==> src/rtl/dot_product_bf16.sv <==
`timescale 1ns/1ps
`default_nettype none
// ============================================================================
// Module      : dot_product_bf16 (with dot_product_bf16_pkg, multiplier_bf16,
//               adder_bf16)
// Description : Sequential bf16 dot product. One multiplier and one adder are
//               time-multiplexed by a single FSM; products are accumulated in
//               strict k = 0..N_PAIRS-1 order, odd products negated in mode 1.
//   clk  : rising-edge clock
//   rst  : asynchronous active-low reset
//   bus  : dot_product_bf16_if.slave request/result handshake
// Arithmetic: round-to-nearest-even, denormal inputs/results flushed to zero.
// Revision    : 1.0 - initial release
// ============================================================================
package dot_product_bf16_pkg;
    // Rounds a normalised significand; the exponent/fraction concatenation
    // lets a rounding carry ripple straight into the exponent.
    function automatic logic [15:0] bf16_round(input logic s, input logic signed [9:0] e,
                                               input logic [6:0] kept, input logic g,
                                               input logic st);
        logic [16:0] r;
        r = {e, kept} + 17'(g & (st | kept[0]));
        if ($signed(r[16:7]) <= 10'sd0)        return {s, 15'h0000};
        else if ($signed(r[16:7]) >= 10'sd255) return {s, 8'hFF, 7'h00};
        else                                   return {s, r[14:0]};
    endfunction

    function automatic logic [15:0] bf16_mul(input logic [15:0] a, input logic [15:0] b);
        logic              s;
        logic [15:0]       prod;
        logic signed [9:0] e;
        s = a[15] ^ b[15];
        if (a[14:7] == 8'hFF && a[6:0] != 7'h00) return a | 16'h0040;
        if (b[14:7] == 8'hFF && b[6:0] != 7'h00) return b | 16'h0040;
        if (a[14:7] == 8'hFF || b[14:7] == 8'hFF)
            return (a[14:7] == 8'h00 || b[14:7] == 8'h00) ? 16'h7FC0 : {s, 8'hFF, 7'h00};
        if (a[14:7] == 8'h00 || b[14:7] == 8'h00) return {s, 15'h0000};
        prod = {1'b1, a[6:0]} * {1'b1, b[6:0]};
        e    = $signed({2'b00, a[14:7]}) + $signed({2'b00, b[14:7]}) - 10'sd127;
        if (prod[15]) return bf16_round(s, e + 10'sd1, prod[14:8], prod[7], |prod[6:0]);
        else          return bf16_round(s, e, prod[13:7], prod[6], |prod[5:0]);
    endfunction

    function automatic logic [15:0] bf16_add(input logic [15:0] a, input logic [15:0] b);
        logic [15:0]       x, y;
        logic [7:0]        d;
        logic [34:0]       xw, yw, sum, n;
        logic signed [9:0] e;
        int                lz;
        if (a[14:7] == 8'hFF && a[6:0] != 7'h00) return a | 16'h0040;
        if (b[14:7] == 8'hFF && b[6:0] != 7'h00) return b | 16'h0040;
        if (a[14:7] == 8'hFF && b[14:7] == 8'hFF && a[15] != b[15]) return 16'h7FC0;
        if (a[14:7] == 8'hFF) return a;
        if (b[14:7] == 8'hFF) return b;
        if (a[14:7] == 8'h00) return (b[14:7] == 8'h00) ? 16'h0000 : b;
        if (b[14:7] == 8'h00) return a;
        // x carries the larger magnitude, so the result takes its sign
        if (a[14:0] < b[14:0]) begin x = b; y = a; end
        else                   begin x = a; y = b; end
        d  = x[14:7] - y[14:7];
        xw = {1'b0, 1'b1, x[6:0], 26'h0};
        // 26 spare bits hold any alignment exactly; beyond that y only
        // influences rounding, which a single sticky LSB reproduces
        yw = (d >= 8'd27) ? 35'd1 : ({1'b0, 1'b1, y[6:0], 26'h0} >> d);
        sum = (x[15] ^ y[15]) ? (xw - yw) : (xw + yw);
        if (sum == 35'd0) return 16'h0000;
        lz = 0;
        for (int i = 0; i < 35; i++) if (sum[i]) lz = 34 - i;
        n = sum << lz;
        e = $signed({2'b00, x[14:7]}) + 10'sd1 - 10'(lz);
        return bf16_round(x[15], e, n[33:27], n[26], |n[25:0]);
    endfunction
endpackage

module multiplier_bf16 (
    input  wire logic        clk,
    input  wire logic        rst,
    input  wire logic [15:0] input_a,
    input  wire logic [15:0] input_b,
    input  wire logic        input_STB,
    output logic             input_BUSY,
    output logic [15:0]      output_z,
    output logic             output_z_STB,
    input  wire logic        output_z_BUSY
);
    logic [15:0] z_q, z_d;
    logic        stb_q, stb_d;

    // One request in flight: the input side is busy while a result waits.
    always_comb begin
        z_d   = z_q;
        stb_d = stb_q;
        if (stb_q && !output_z_BUSY) begin
            stb_d = 1'b0;
        end else if (!stb_q && input_STB) begin
            stb_d = 1'b1;
            z_d   = dot_product_bf16_pkg::bf16_mul(input_a, input_b);
        end
    end

    always_ff @(posedge clk or negedge rst) begin
        if (!rst) begin
            z_q   <= 16'h0000;
            stb_q <= 1'b0;
        end else begin
            z_q   <= z_d;
            stb_q <= stb_d;
        end
    end

    assign input_BUSY   = stb_q;
    assign output_z     = z_q;
    assign output_z_STB = stb_q;
endmodule

module adder_bf16 (
    input  wire logic        clk,
    input  wire logic        rst,
    input  wire logic [15:0] input_a,
    input  wire logic [15:0] input_b,
    input  wire logic        input_STB,
    output logic             input_BUSY,
    output logic [15:0]      output_z,
    output logic             output_z_STB,
    input  wire logic        output_z_BUSY
);
    logic [15:0] z_q, z_d;
    logic        stb_q, stb_d;

    always_comb begin
        z_d   = z_q;
        stb_d = stb_q;
        if (stb_q && !output_z_BUSY) begin
            stb_d = 1'b0;
        end else if (!stb_q && input_STB) begin
            stb_d = 1'b1;
            z_d   = dot_product_bf16_pkg::bf16_add(input_a, input_b);
        end
    end

    always_ff @(posedge clk or negedge rst) begin
        if (!rst) begin
            z_q   <= 16'h0000;
            stb_q <= 1'b0;
        end else begin
            z_q   <= z_d;
            stb_q <= stb_d;
        end
    end

    assign input_BUSY   = stb_q;
    assign output_z     = z_q;
    assign output_z_STB = stb_q;
endmodule

module dot_product_bf16 #(
    parameter int N_PAIRS = 2
) (
    input  wire logic          clk,
    input  wire logic          rst,
    dot_product_bf16_if.slave  bus
);
    localparam int            KW     = $clog2(N_PAIRS + 1);
    localparam logic [KW-1:0] K_LAST = KW'(N_PAIRS - 1);

    localparam logic [2:0] S_IDLE      = 3'd0;
    localparam logic [2:0] S_ISSUE_MUL = 3'd1;
    localparam logic [2:0] S_WAIT_MUL  = 3'd2;
    localparam logic [2:0] S_ISSUE_ADD = 3'd3;
    localparam logic [2:0] S_WAIT_ADD  = 3'd4;
    localparam logic [2:0] S_DONE      = 3'd5;

    if (N_PAIRS < 1 || N_PAIRS > 16) begin : g_bad_n_pairs
        $error("dot_product_bf16: N_PAIRS must lie in 1..16");
    end

    logic [2:0]                state_q, state_d;
    logic [KW-1:0]             k_q, k_d;
    logic [15:0]               acc_q, acc_d;
    logic [15:0]               p_q, p_d;
    logic [N_PAIRS-1:0][15:0]  a_q, a_d, b_q, b_d;
    logic                      mode_q, mode_d;

    logic        mul_in_stb, mul_in_busy, mul_out_stb, mul_out_busy;
    logic        add_in_stb, add_in_busy, add_out_stb, add_out_busy;
    logic [15:0] mul_a, mul_b, mul_z, add_z, signed_prod;

    multiplier_bf16 u_mul (
        .clk(clk), .rst(rst),
        .input_a(mul_a), .input_b(mul_b), .input_STB(mul_in_stb), .input_BUSY(mul_in_busy),
        .output_z(mul_z), .output_z_STB(mul_out_stb), .output_z_BUSY(mul_out_busy)
    );

    adder_bf16 u_add (
        .clk(clk), .rst(rst),
        .input_a(acc_q), .input_b(p_q), .input_STB(add_in_stb), .input_BUSY(add_in_busy),
        .output_z(add_z), .output_z_STB(add_out_stb), .output_z_BUSY(add_out_busy)
    );

    // Odd-indexed products are negated in alternating mode (NaN included).
    assign signed_prod = mul_z ^ {mode_q & k_q[0], 15'h0000};

    always_ff @(posedge clk or negedge rst) begin
        if (!rst) begin
            state_q <= S_IDLE;
            k_q     <= '0;
            acc_q   <= 16'h0000;
            p_q     <= 16'h0000;
            a_q     <= '0;
            b_q     <= '0;
            mode_q  <= 1'b0;
        end else begin
            state_q <= state_d;
            k_q     <= k_d;
            acc_q   <= acc_d;
            p_q     <= p_d;
            a_q     <= a_d;
            b_q     <= b_d;
            mode_q  <= mode_d;
        end
    end

    always_comb begin
        state_d = state_q;
        k_d     = k_q;
        acc_d   = acc_q;
        p_d     = p_q;
        a_d     = a_q;
        b_d     = b_q;
        mode_d  = mode_q;
        case (state_q)
            S_IDLE: if (bus.op_input_STB) begin
                a_d     = bus.input_a;
                b_d     = bus.input_b;
                mode_d  = bus.mode;
                k_d     = '0;
                state_d = S_ISSUE_MUL;
            end
            S_ISSUE_MUL: if (!mul_in_busy) state_d = S_WAIT_MUL;
            S_WAIT_MUL: if (mul_out_stb) begin
                // The first product seeds the accumulator directly.
                if (k_q == '0) begin
                    acc_d = signed_prod;
                    if (N_PAIRS == 1) begin
                        state_d = S_DONE;
                    end else begin
                        k_d     = k_q + KW'(1);
                        state_d = S_ISSUE_MUL;
                    end
                end else begin
                    p_d     = signed_prod;
                    state_d = S_ISSUE_ADD;
                end
            end
            S_ISSUE_ADD: if (!add_in_busy) state_d = S_WAIT_ADD;
            S_WAIT_ADD: if (add_out_stb) begin
                acc_d = add_z;
                if (k_q == K_LAST) begin
                    state_d = S_DONE;
                end else begin
                    k_d     = k_q + KW'(1);
                    state_d = S_ISSUE_MUL;
                end
            end
            S_DONE: if (!bus.output_module_BUSY) state_d = S_IDLE;
            default: state_d = S_IDLE;
        endcase
    end

    always_comb begin
        mul_a = 16'h0000;
        mul_b = 16'h0000;
        for (int i = 0; i < N_PAIRS; i++) begin
            if (k_q == KW'(i)) begin
                mul_a = a_q[i];
                mul_b = b_q[i];
            end
        end
        mul_in_stb        = (state_q == S_ISSUE_MUL);
        mul_out_busy      = (state_q != S_WAIT_MUL);
        add_in_stb        = (state_q == S_ISSUE_ADD);
        add_out_busy      = (state_q != S_WAIT_ADD);
        bus.op_BUSY       = (state_q != S_IDLE);
        bus.op_output_STB = (state_q == S_DONE);
        bus.output_result = acc_q;
    end
endmodule
`default_nettype wire
==> src/rtl/dot_product_bf16_if.sv <==
`timescale 1ns/1ps
`default_nettype none
// ============================================================================
// Module      : dot_product_bf16_if
// Description : Request/result handshake bundle for the bf16 dot-product
//               engine. The master side (command decoder / writeback) drives
//               the operands and the downstream busy. The slave side (the
//               engine) drives the request busy, the result and its strobe.
//   input_a / input_b   : N_PAIRS packed bf16 operands, pair k at [16k+15:16k]
//   mode                : 0 = plain sum, 1 = odd pairs subtracted
//   op_input_STB        : request valid (master -> slave)
//   op_BUSY             : request in flight (slave -> master)
//   output_result       : bf16 result (slave -> master)
//   op_output_STB       : result valid (slave -> master)
//   output_module_BUSY  : downstream busy (master -> slave)
// Revision    : 1.0 - initial release
// ============================================================================
interface dot_product_bf16_if #(
    parameter int N_PAIRS = 2
);
    logic [16*N_PAIRS-1:0] input_a;
    logic [16*N_PAIRS-1:0] input_b;
    logic                  mode;
    logic                  op_input_STB;
    logic                  op_BUSY;
    logic [15:0]           output_result;
    logic                  op_output_STB;
    logic                  output_module_BUSY;

    modport master (
        output input_a, input_b, mode, op_input_STB, output_module_BUSY,
        input  op_BUSY, output_result, op_output_STB
    );

    modport slave (
        input  input_a, input_b, mode, op_input_STB, output_module_BUSY,
        output op_BUSY, output_result, op_output_STB
    );
endinterface
`default_nettype wire

==> src/flat_wrapper.sv <==
// flat-port wrapper written by rule: the top's interface ports become plain ports
module dot_product_bf16_flat 
#(
    parameter int N_PAIRS = 2
)
  (clk, rst, bus_input_a, bus_input_b, bus_mode, bus_op_input_STB, bus_output_module_BUSY, bus_op_BUSY, bus_output_result, bus_op_output_STB);
  dot_product_bf16_if #(.N_PAIRS(N_PAIRS)) bus_i ();
  input  wire logic clk;
  input  wire logic rst;
  input wire logic [$bits(bus_i.input_a)-1:0] bus_input_a;
  input wire logic [$bits(bus_i.input_b)-1:0] bus_input_b;
  input wire logic [$bits(bus_i.mode)-1:0] bus_mode;
  input wire logic [$bits(bus_i.op_input_STB)-1:0] bus_op_input_STB;
  input wire logic [$bits(bus_i.output_module_BUSY)-1:0] bus_output_module_BUSY;
  output wire logic [$bits(bus_i.op_BUSY)-1:0] bus_op_BUSY;
  output wire logic [$bits(bus_i.output_result)-1:0] bus_output_result;
  output wire logic [$bits(bus_i.op_output_STB)-1:0] bus_op_output_STB;
  assign bus_i.input_a = bus_input_a;
  assign bus_i.input_b = bus_input_b;
  assign bus_i.mode = bus_mode;
  assign bus_i.op_input_STB = bus_op_input_STB;
  assign bus_i.output_module_BUSY = bus_output_module_BUSY;
  assign bus_op_BUSY = bus_i.op_BUSY;
  assign bus_output_result = bus_i.output_result;
  assign bus_op_output_STB = bus_i.op_output_STB;
  dot_product_bf16 #(.N_PAIRS(N_PAIRS)) u_core (.clk(clk), .rst(rst), .bus(bus_i));
endmodule
==> config.mk <==
export PLATFORM = sky130hd
export DESIGN_NAME = dot_product_bf16_flat
export DESIGN_NICKNAME = d
export VERILOG_FILES = /design/src/rtl/dot_product_bf16.sv /design/src/rtl/dot_product_bf16_if.sv /design/src/flat_wrapper.sv
export SDC_FILE = /design/constraint.sdc
export NUM_CORES = 1
export LEC_CHECK = 0
export CELL_PAD_IN_SITES_DETAIL_PLACEMENT = 2
export CELL_PAD_IN_SITES_GLOBAL_PLACEMENT = 2
export CORE_ASPECT_RATIO = 1.1
export CORE_UTILIZATION = 38
export CTS_CLUSTER_SIZE = 16
export DETAILED_ROUTE_END_ITERATION = 16
export HOLD_SLACK_MARGIN = 0.06
export PLACE_DENSITY_LB_ADDON = 0.12
export SETUP_SLACK_MARGIN = 0.3
export SYNTH_ARGS = -nofsm -noshare
export SYNTH_HDL_FRONTEND = slang
export SYNTH_SLANG_ARGS = --single-unit
==> constraint.sdc <==
create_clock -name clk -period 12.65 [get_ports clk]
set_input_delay 2.53 -clock clk [delete_from_list [all_inputs] [get_ports clk]]
set_output_delay 2.53 -clock clk [all_outputs]
set_load 0.05 [all_outputs]
==> results of run 1 <==
## how the worst min path moves through the flow
stage                          startpoint                    endpoint
2_1_floorplan   u_core.k_q[1]$_DFFE_PN0P_   u_core.k_q[1]$_DFFE_PN0P_
4_1_cts         u_core.k_q[1]$_DFFE_PN0P_   u_core.k_q[1]$_DFFE_PN0P_
3_3_place_gp    u_core.k_q[1]$_DFFE_PN0P_   u_core.k_q[1]$_DFFE_PN0P_
5_1_grt        u_core.b_q[31]$_DFFE_PN0P_  u_core.b_q[31]$_DFFE_PN0P_
3_5_place_dp    u_core.k_q[1]$_DFFE_PN0P_   u_core.k_q[1]$_DFFE_PN0P_
6_report        u_core.k_q[1]$_DFFE_PN0P_   u_core.k_q[1]$_DFFE_PN0P_
## through the flow
| step | area (µm²) | setup WS (ns) | cells |
|---|---|---|---|
| finish | 20200 | 0.969 | 2932 |
| global route | 20200 | 0.421 | 2932 |
| CTS | 20200 | 0.698 | 2929 |
| detailed placement | 19600 | 0.750 | 2897 |
| global placement | 19600 | 1.07 | 2897 |
| floorplan | 18000 | 1.22 | 2272 |
## kinds of logic after synthesis
logic type / synth area share
buffers and inverters: 0.0588
AND/OR/NAND/NOR: 0.213
AO/OA/AOI/OAI: 0.267
multiplexers: 0.108
adder cells (fa/ha/maj): 0.109
XOR/XNOR: 0.0536
flip-flops: 0.189
## worst max-delay path, delay by kind of cell, from the launching register on
family,cells,cell delay [ns]
compound gates,14,4.45
simple gates,13,3.63
flops,1,0.69
fa+ha+maj,3,1.24
mux,3,1.05
buf+inv,2,0.41
## layer usage
metal | up-vias | GRT usage | wire length, µm
li1 | 8500 | - | -
met1 | 9683 | 0.356 | 30300
met2 | 525 | 0.631 | 42500
met3 | 224 | 0.0321 | 2400
met4 | 0 | 0.198 | 4920
met5 | - | 0 | 0
## flip-flops by register name, indices dropped and copies added (netlist names)
name,count
u_core.a_q,32
u_core.b_q,32
u_core.bus.output_result,16
u_core.p_q,16
u_core.u_add.output_z,16
u_core.u_mul.output_z,16
u_core.state_q,3
u_core.k_q,2
u_core.mode_q,1
u_core.u_add.input_BUSY,1
u_core.u_mul.input_BUSY,1
## layout make-up
cell class              instances  area, µm²  share of cell area
clock buffers                  20        437              0.0216
clock inverters                12        115             0.00570
inverters                     137        514              0.0254
multi-input cells            1875      13600               0.673
flip-flops and latches        136       3400               0.168
well taps                     595        744              0.0368
repair buffers                157       1400              0.0692
## timing repair
item,4_1_cts,5_1_grt
gates resized for setup,0,8
buffers inserted,0,3
hold buffers,0,0
endpoints found under the setup margin,0,14
## cell usage after synthesis, types with 14 or more instances
cell and number:
buf_2 19, ha_1 94, and2_1 14, a221oi_1 14, a31oi_1 27, fa_1 39
xnor2_1 80, a211oi_1 34, nor4_1 33, mux2_2 108, nor3_1 59, o21bai_1 19
o21a_1 15, o21ai_0 100, o211ai_1 31, nand2b_1 22, nor2b_1 24, inv_1 133
nand3_1 63, nand4_1 31, a21o_1 21, nor2_1 233, mux2i_1 66, a21oi_1 153
dfrtp_1 136, nand2_1 193, a22oi_1 40, xor2_1 30, o22ai_1 15, clkbuf_1 85
or2_2 16, or3_1 26
==> results.py, run 1 <==
metrics = {
    "run_status": {
        "run_status": "finished, final reports clean",
    },
    "job": {
        "cap_violations": 0,
    },
    "setup_path": {
        "cp_common_cell": "nor2_1",
        "r2r_start": "u_core.bus.output_result[6]$_DFFE_PN0P_",
        "worstSetupPathType": "reg -> reg",
        "crit_path_end_kind": "register",
        "reg2reg_slack_ns": 0.97,
        "cpPeakStageDelay_ns": 0.69,
        "crit_slowest_cell": "dfrtp_1",
        "regToRegEndpoint": "u_core.u_add.output_z[9]$_DFFE_PN0P_",
        "worstPathArrival_ns": 11.98,
        "crit_required_ns": 12.95,
        "cp-endpoint": "u_core.u_add.output_z[9]$_DFFE_PN0P_",
        "crit_fanout": 25,
        "crit_start": "u_core.bus.output_result[6]$_DFFE_PN0P_",
        "r2r.worst_path.cells": 35,
        "worstSetupStartpointType": "register",
    },
    "clocking": {
        "cts_tree": "done",
        "ctsHtreeMaxLevel": 4,
        "insertion_delay_ns": 0.45,
        "cts.sinks": 136,
        "path_clk_slew_ns": 0.07,
        "cts_made_buffers": 17,
        "cts_root_buffer": "clkbuf_16",
        "cts.path.max_buffers": 2,
    },
    "grt": {
        "grt_pass1_vias": 20800,
        "grt_max_degree": 90,
        "grt_pass1_wl_mm": 125,
        "grt_usage": 0.333,
        "gr-total-overflow": 0,
        "antenna_found_initial": 0,
    },
    "final_layout": {
        "fillers": 5319,
        "fin_nets": 2526,
        "layout.cells.most_common_list": "nor2_1, nand2_1, a21oi_1",
        "drive_gt1_frac": 0.128,
        "mostFrequentLayoutCell": "nor2_1",
        "antenna_cells": 0,
        "syn_to_final_growth_pct": 12.5,
        "fin_util": 0.433,
    },
    "floorplanning": {
        "rows": 83,
        "core_um2": 46600,
        "die_y_um": 230,
        "start_util": 0.385,
        "die_w_um": 209,
        "dieArea_um2": 48100,
        "pin_count": 87,
    },
    "timing": {
        "rsz0062_at_grt": "false",
        "tightest_slew_ns": 1.05,
        "fmax_mhz": 85.6,
        "setup_viol_count_final": 0,
        "maxSlewViolCount": 0,
        "min_period_ns": 11.68,
        "min_period_over_period": 0.923,
        "hold_slack_ns": 0.500,
        "fin_worst_skew_ns": 0.0121,
        "tns_ns": 0,
        "maxSlewHeadroom": 0.290,
        "final-hold-violation-count": 0,
    },
    "yosys": {
        "synth.largest_area_cell": "dfrtp_1",
        "synth_top_area_share": 0.189,
        "synth.cell_area_um2": 18000,
        "synth.distinct_cells": 112,
        "ys.flop_type": "dfrtp_1",
        "syn_area_per_cell_um2": 7.91,
        "synth_seq_cells": 136,
        "synth_edf_count": 0,
        "ys_top_cells_by_area": "dfrtp_1, mux2_2, ha_1",
        "seq_area_frac_synth": 0.189,
        "yosysWarnings": 0,
        "async_reset_ff_frac": 1.00,
        "synth_nets": 2474,
        "syn_inst": 2272,
    },
    "routing": {
        "firstDrtPassIters": 7,
        "ant_nets": 0,
        "drc": 0,
        "dr_total_vias": 18900,
        "routed_wl_mm": 80.1,
        "drt_iter0_drc": 1032,
        "via_per_inst": 6.46,
        "wire_per_inst_um": 27.3,
    },
    "placed_design": {
        "io_buffers": 86,
        "place_congestion": 0.946,
        "hpwl_mm": 64.3,
    },
    "hold_path": {
        "hp-class": "reg -> reg",
        "hold_depth": 2,
    },
}
Power of run 1 is left out: the tool's default activity adds up to more than one toggle a clock period on the data nets, which glitch-free logic cannot reach.
==> inputs of run 2 (changes only) <==
--- a/config.mk
+++ b/config.mk
@@ -9,7 +9,7 @@
 export CELL_PAD_IN_SITES_GLOBAL_PLACEMENT = 2
 export CORE_ASPECT_RATIO = 1.1
 export CORE_UTILIZATION = 38
-export CTS_CLUSTER_SIZE = 16
+export CTS_CLUSTER_SIZE = 20
 export DETAILED_ROUTE_END_ITERATION = 16
 export HOLD_SLACK_MARGIN = 0.06
 export PLACE_DENSITY_LB_ADDON = 0.12
==> results of run 2 <==
Final layout, timing and power as in run 1 (identical DEF).
Power of run 2 is left out for the same reason.
==> inputs of run 3 (changes only) <==
--- a/config.mk
+++ b/config.mk
@@ -5,9 +5,11 @@
 export SDC_FILE = /design/constraint.sdc
 export NUM_CORES = 1
 export LEC_CHECK = 0
+export CAP_MARGIN = 20
 export CELL_PAD_IN_SITES_DETAIL_PLACEMENT = 2
 export CELL_PAD_IN_SITES_GLOBAL_PLACEMENT = 2
 export CORE_ASPECT_RATIO = 1.1
+export CORE_MARGIN = 2
 export CORE_UTILIZATION = 38
 export CTS_CLUSTER_SIZE = 20
 export DETAILED_ROUTE_END_ITERATION = 16
==> run 3 against run 2 <==
Net effect:
- register-to-register slack worse by 0.05 ns
- die area is 1.8% higher
- clock skew increased by 0.0025 ns
- setup slack worse by 0.050 ns
- design area grew 0.54%
- worst hold slack better by 0.013 ns
- final cell count increased by 0.17%
- largest cell class unchanged
- highest routed layer unchanged
==> results.py, run 3 (synthesis gave the netlist of run 1 again) <==
metrics = {
    "setup_path": {
        "reg2reg_slack_ns": 0.92,
        "crit_fanout": 25,
        "crit_path_end_kind": "register",
        "cpPeakStageDelay_ns": 0.69,
        "crit_required_ns": 12.94,
        "worstSetupPathType": "reg -> reg",
        "crit_slowest_cell": "ha_2",
        "regToRegEndpoint": "u_core.u_add.output_z[10]$_DFFE_PN0P_",
        "worstPathArrival_ns": 12.03,
        "r2r.worst_path.cells": 39,
        "r2r_start": "u_core.p_q[2]$_DFFE_PN0P_",
        "worstSetupStartpointType": "register",
    },
    "timing": {
        "tightest_slew_ns": 1.14,
        "fin_worst_skew_ns": 0.0146,
        "min_period_ns": 11.73,
        "setup_viol_count_final": 0,
        "min_period_over_period": 0.927,
        "tns_ns": 0,
        "final-hold-violation-count": 0,
        "worst_slack_ns": 0.918,
        "maxSlewHeadroom": 0.229,
        "maxSlewViolCount": 0,
        "fmax_mhz": 85.2,
        "rsz0062_at_grt": "false",
    },
    "clocking": {
        "cts_tree": "done",
        "path_clk_slew_ns": 0.07,
        "cts.sinks": 136,
        "insertion_delay_ns": 0.45,
        "cts_made_buffers": 17,
        "cts_root_buffer": "clkbuf_16",
        "ctsHoldBuffers": 0,
        "cts.path.max_buffers": 2,
        "ctsHtreeMaxLevel": 4,
    },
    "floorplanning": {
        "dieArea_um2": 49000,
        "start_util": 0.384,
        "rows": 83,
        "core_um2": 46700,
        "die_y_um": 232,
        "die_w_um": 211,
        "pin_count": 87,
    },
    "hold_path": {
        "min_to": "u_core.a_q[3]$_DFFE_PN0P_",
        "hold_depth": 1,
        "min_from": "u_core.a_q[3]$_DFFE_PN0P_",
        "hp-class": "reg -> reg",
    },
    "grt": {
        "grt_pass1_wl_mm": 126,
        "grt_usage": 0.331,
        "antenna_found_initial": 0,
        "grt_max_degree": 86,
        "gr-total-overflow": 0,
        "grt_pass1_vias": 20900,
    },
    "routing": {
        "wire_per_inst_um": 27.4,
        "dr_total_vias": 18800,
        "drc": 0,
        "via_per_inst": 6.40,
        "drt_iter0_drc": 1233,
        "ant_nets": 0,
        "routed_wl_mm": 80.6,
        "firstDrtPassIters": 5,
    },
    "final_layout": {
        "fin_nets": 2531,
        "antenna_cells": 0,
        "layout.cells.most_common_list": "nor2_1, nand2_1, a21oi_1",
        "mostFrequentLayoutCell": "nor2_1",
        "stdcell_area_um2": 20300,
        "syn_to_final_growth_pct": 13.1,
        "reg_top3": "u_core.a_q x32, u_core.b_q x32",
        "drive_gt1_frac": 0.133,
        "fin_util": 0.435,
    },
    "placed_design": {
        "io_buffers": 86,
        "preCtsSetupSlack_ns": 0.264,
        "place_congestion": 0.963,
        "placed_cell_area_um2": 19600,
        "hpwl_mm": 64.7,
    },
    "run_status": {
        "run_status": "finished, final reports clean",
    },
    "job": {
        "cap_violations": 0,
    },
}
==> run 3: cell count changes in the layout (fill, tap and decap cells not counted), sizes merged <==
cell	previous run	this run
clkinv	6	8
clkbuf	20	17
buf	72	77
inv	139	140
==> run 3: worst max-delay path: cells and delay by family, from the launching register on <==
family          cells  cell delay [ns]
mux                 3             0.93
fa+ha+maj           3             1.47
flops               1             0.63
simple gates       14             3.18
xor+xnor            2             0.63
compound gates     15             4.12
buf+inv             2             0.57
==> run 3: worst max path at each step <==
stage	from	end	slack, ns	depth (start not counted)
2_1_floorplan	u_core.bus.output_result[7]$_DFFE_PN0P_	u_core.u_add.output_z[12]$_DFFE_PN0P_	1.22	53
3_3_place_gp	u_core.p_q[13]$_DFFE_PN0P_	u_core.u_add.output_z[13]$_DFFE_PN0P_	0.50	42
3_5_place_dp	u_core.p_q[13]$_DFFE_PN0P_	u_core.u_add.output_z[2]$_DFFE_PN0P_	0.26	42
4_1_cts	u_core.p_q[13]$_DFFE_PN0P_	u_core.u_add.output_z[10]$_DFFE_PN0P_	0.46	35
5_1_grt	u_core.p_q[13]$_DFFE_PN0P_	u_core.u_add.output_z[10]$_DFFE_PN0P_	0.30	45
6_report	u_core.p_q[2]$_DFFE_PN0P_	u_core.u_add.output_z[10]$_DFFE_PN0P_	0.92	39
==> run 3: final cells by class <==
type	instances	area, µm²
clock buffer	17	425
clock inverter	15	158
fill	5336	26400
inverter	137	515
multi-input combinational	1875	13600
sequential	136	3400
tap	595	744
timing repair buffer	162	1430
==> run 3: metrics by stage <==
step,hold slack (ns),cells
floorplan,0.450,2272
global placement,0.473,2900
detailed placement,0.500,2901
CTS,0.516,2933
global route,0.536,2937
finish,0.513,2937
==> run 3: repair_timing <==
item                                    CTS  global route
pin swaps                                 0             3
gates resized for setup                   1            16
setup buffers                             0             4
endpoints found under the setup margin   11            15
==> run 3: metal layers <==
metal | up-vias | share of wire | global-route usage
met2 | 482 | 0.53 | 0.624
li1 | 8521 | - | -
met4 | 0 | 0.052 | 0.165
met3 | 197 | 0.034 | 0.0390
met1 | 9592 | 0.39 | 0.365
met5 | - | 0 | 0
Power of run 3 is left out for the same reason.
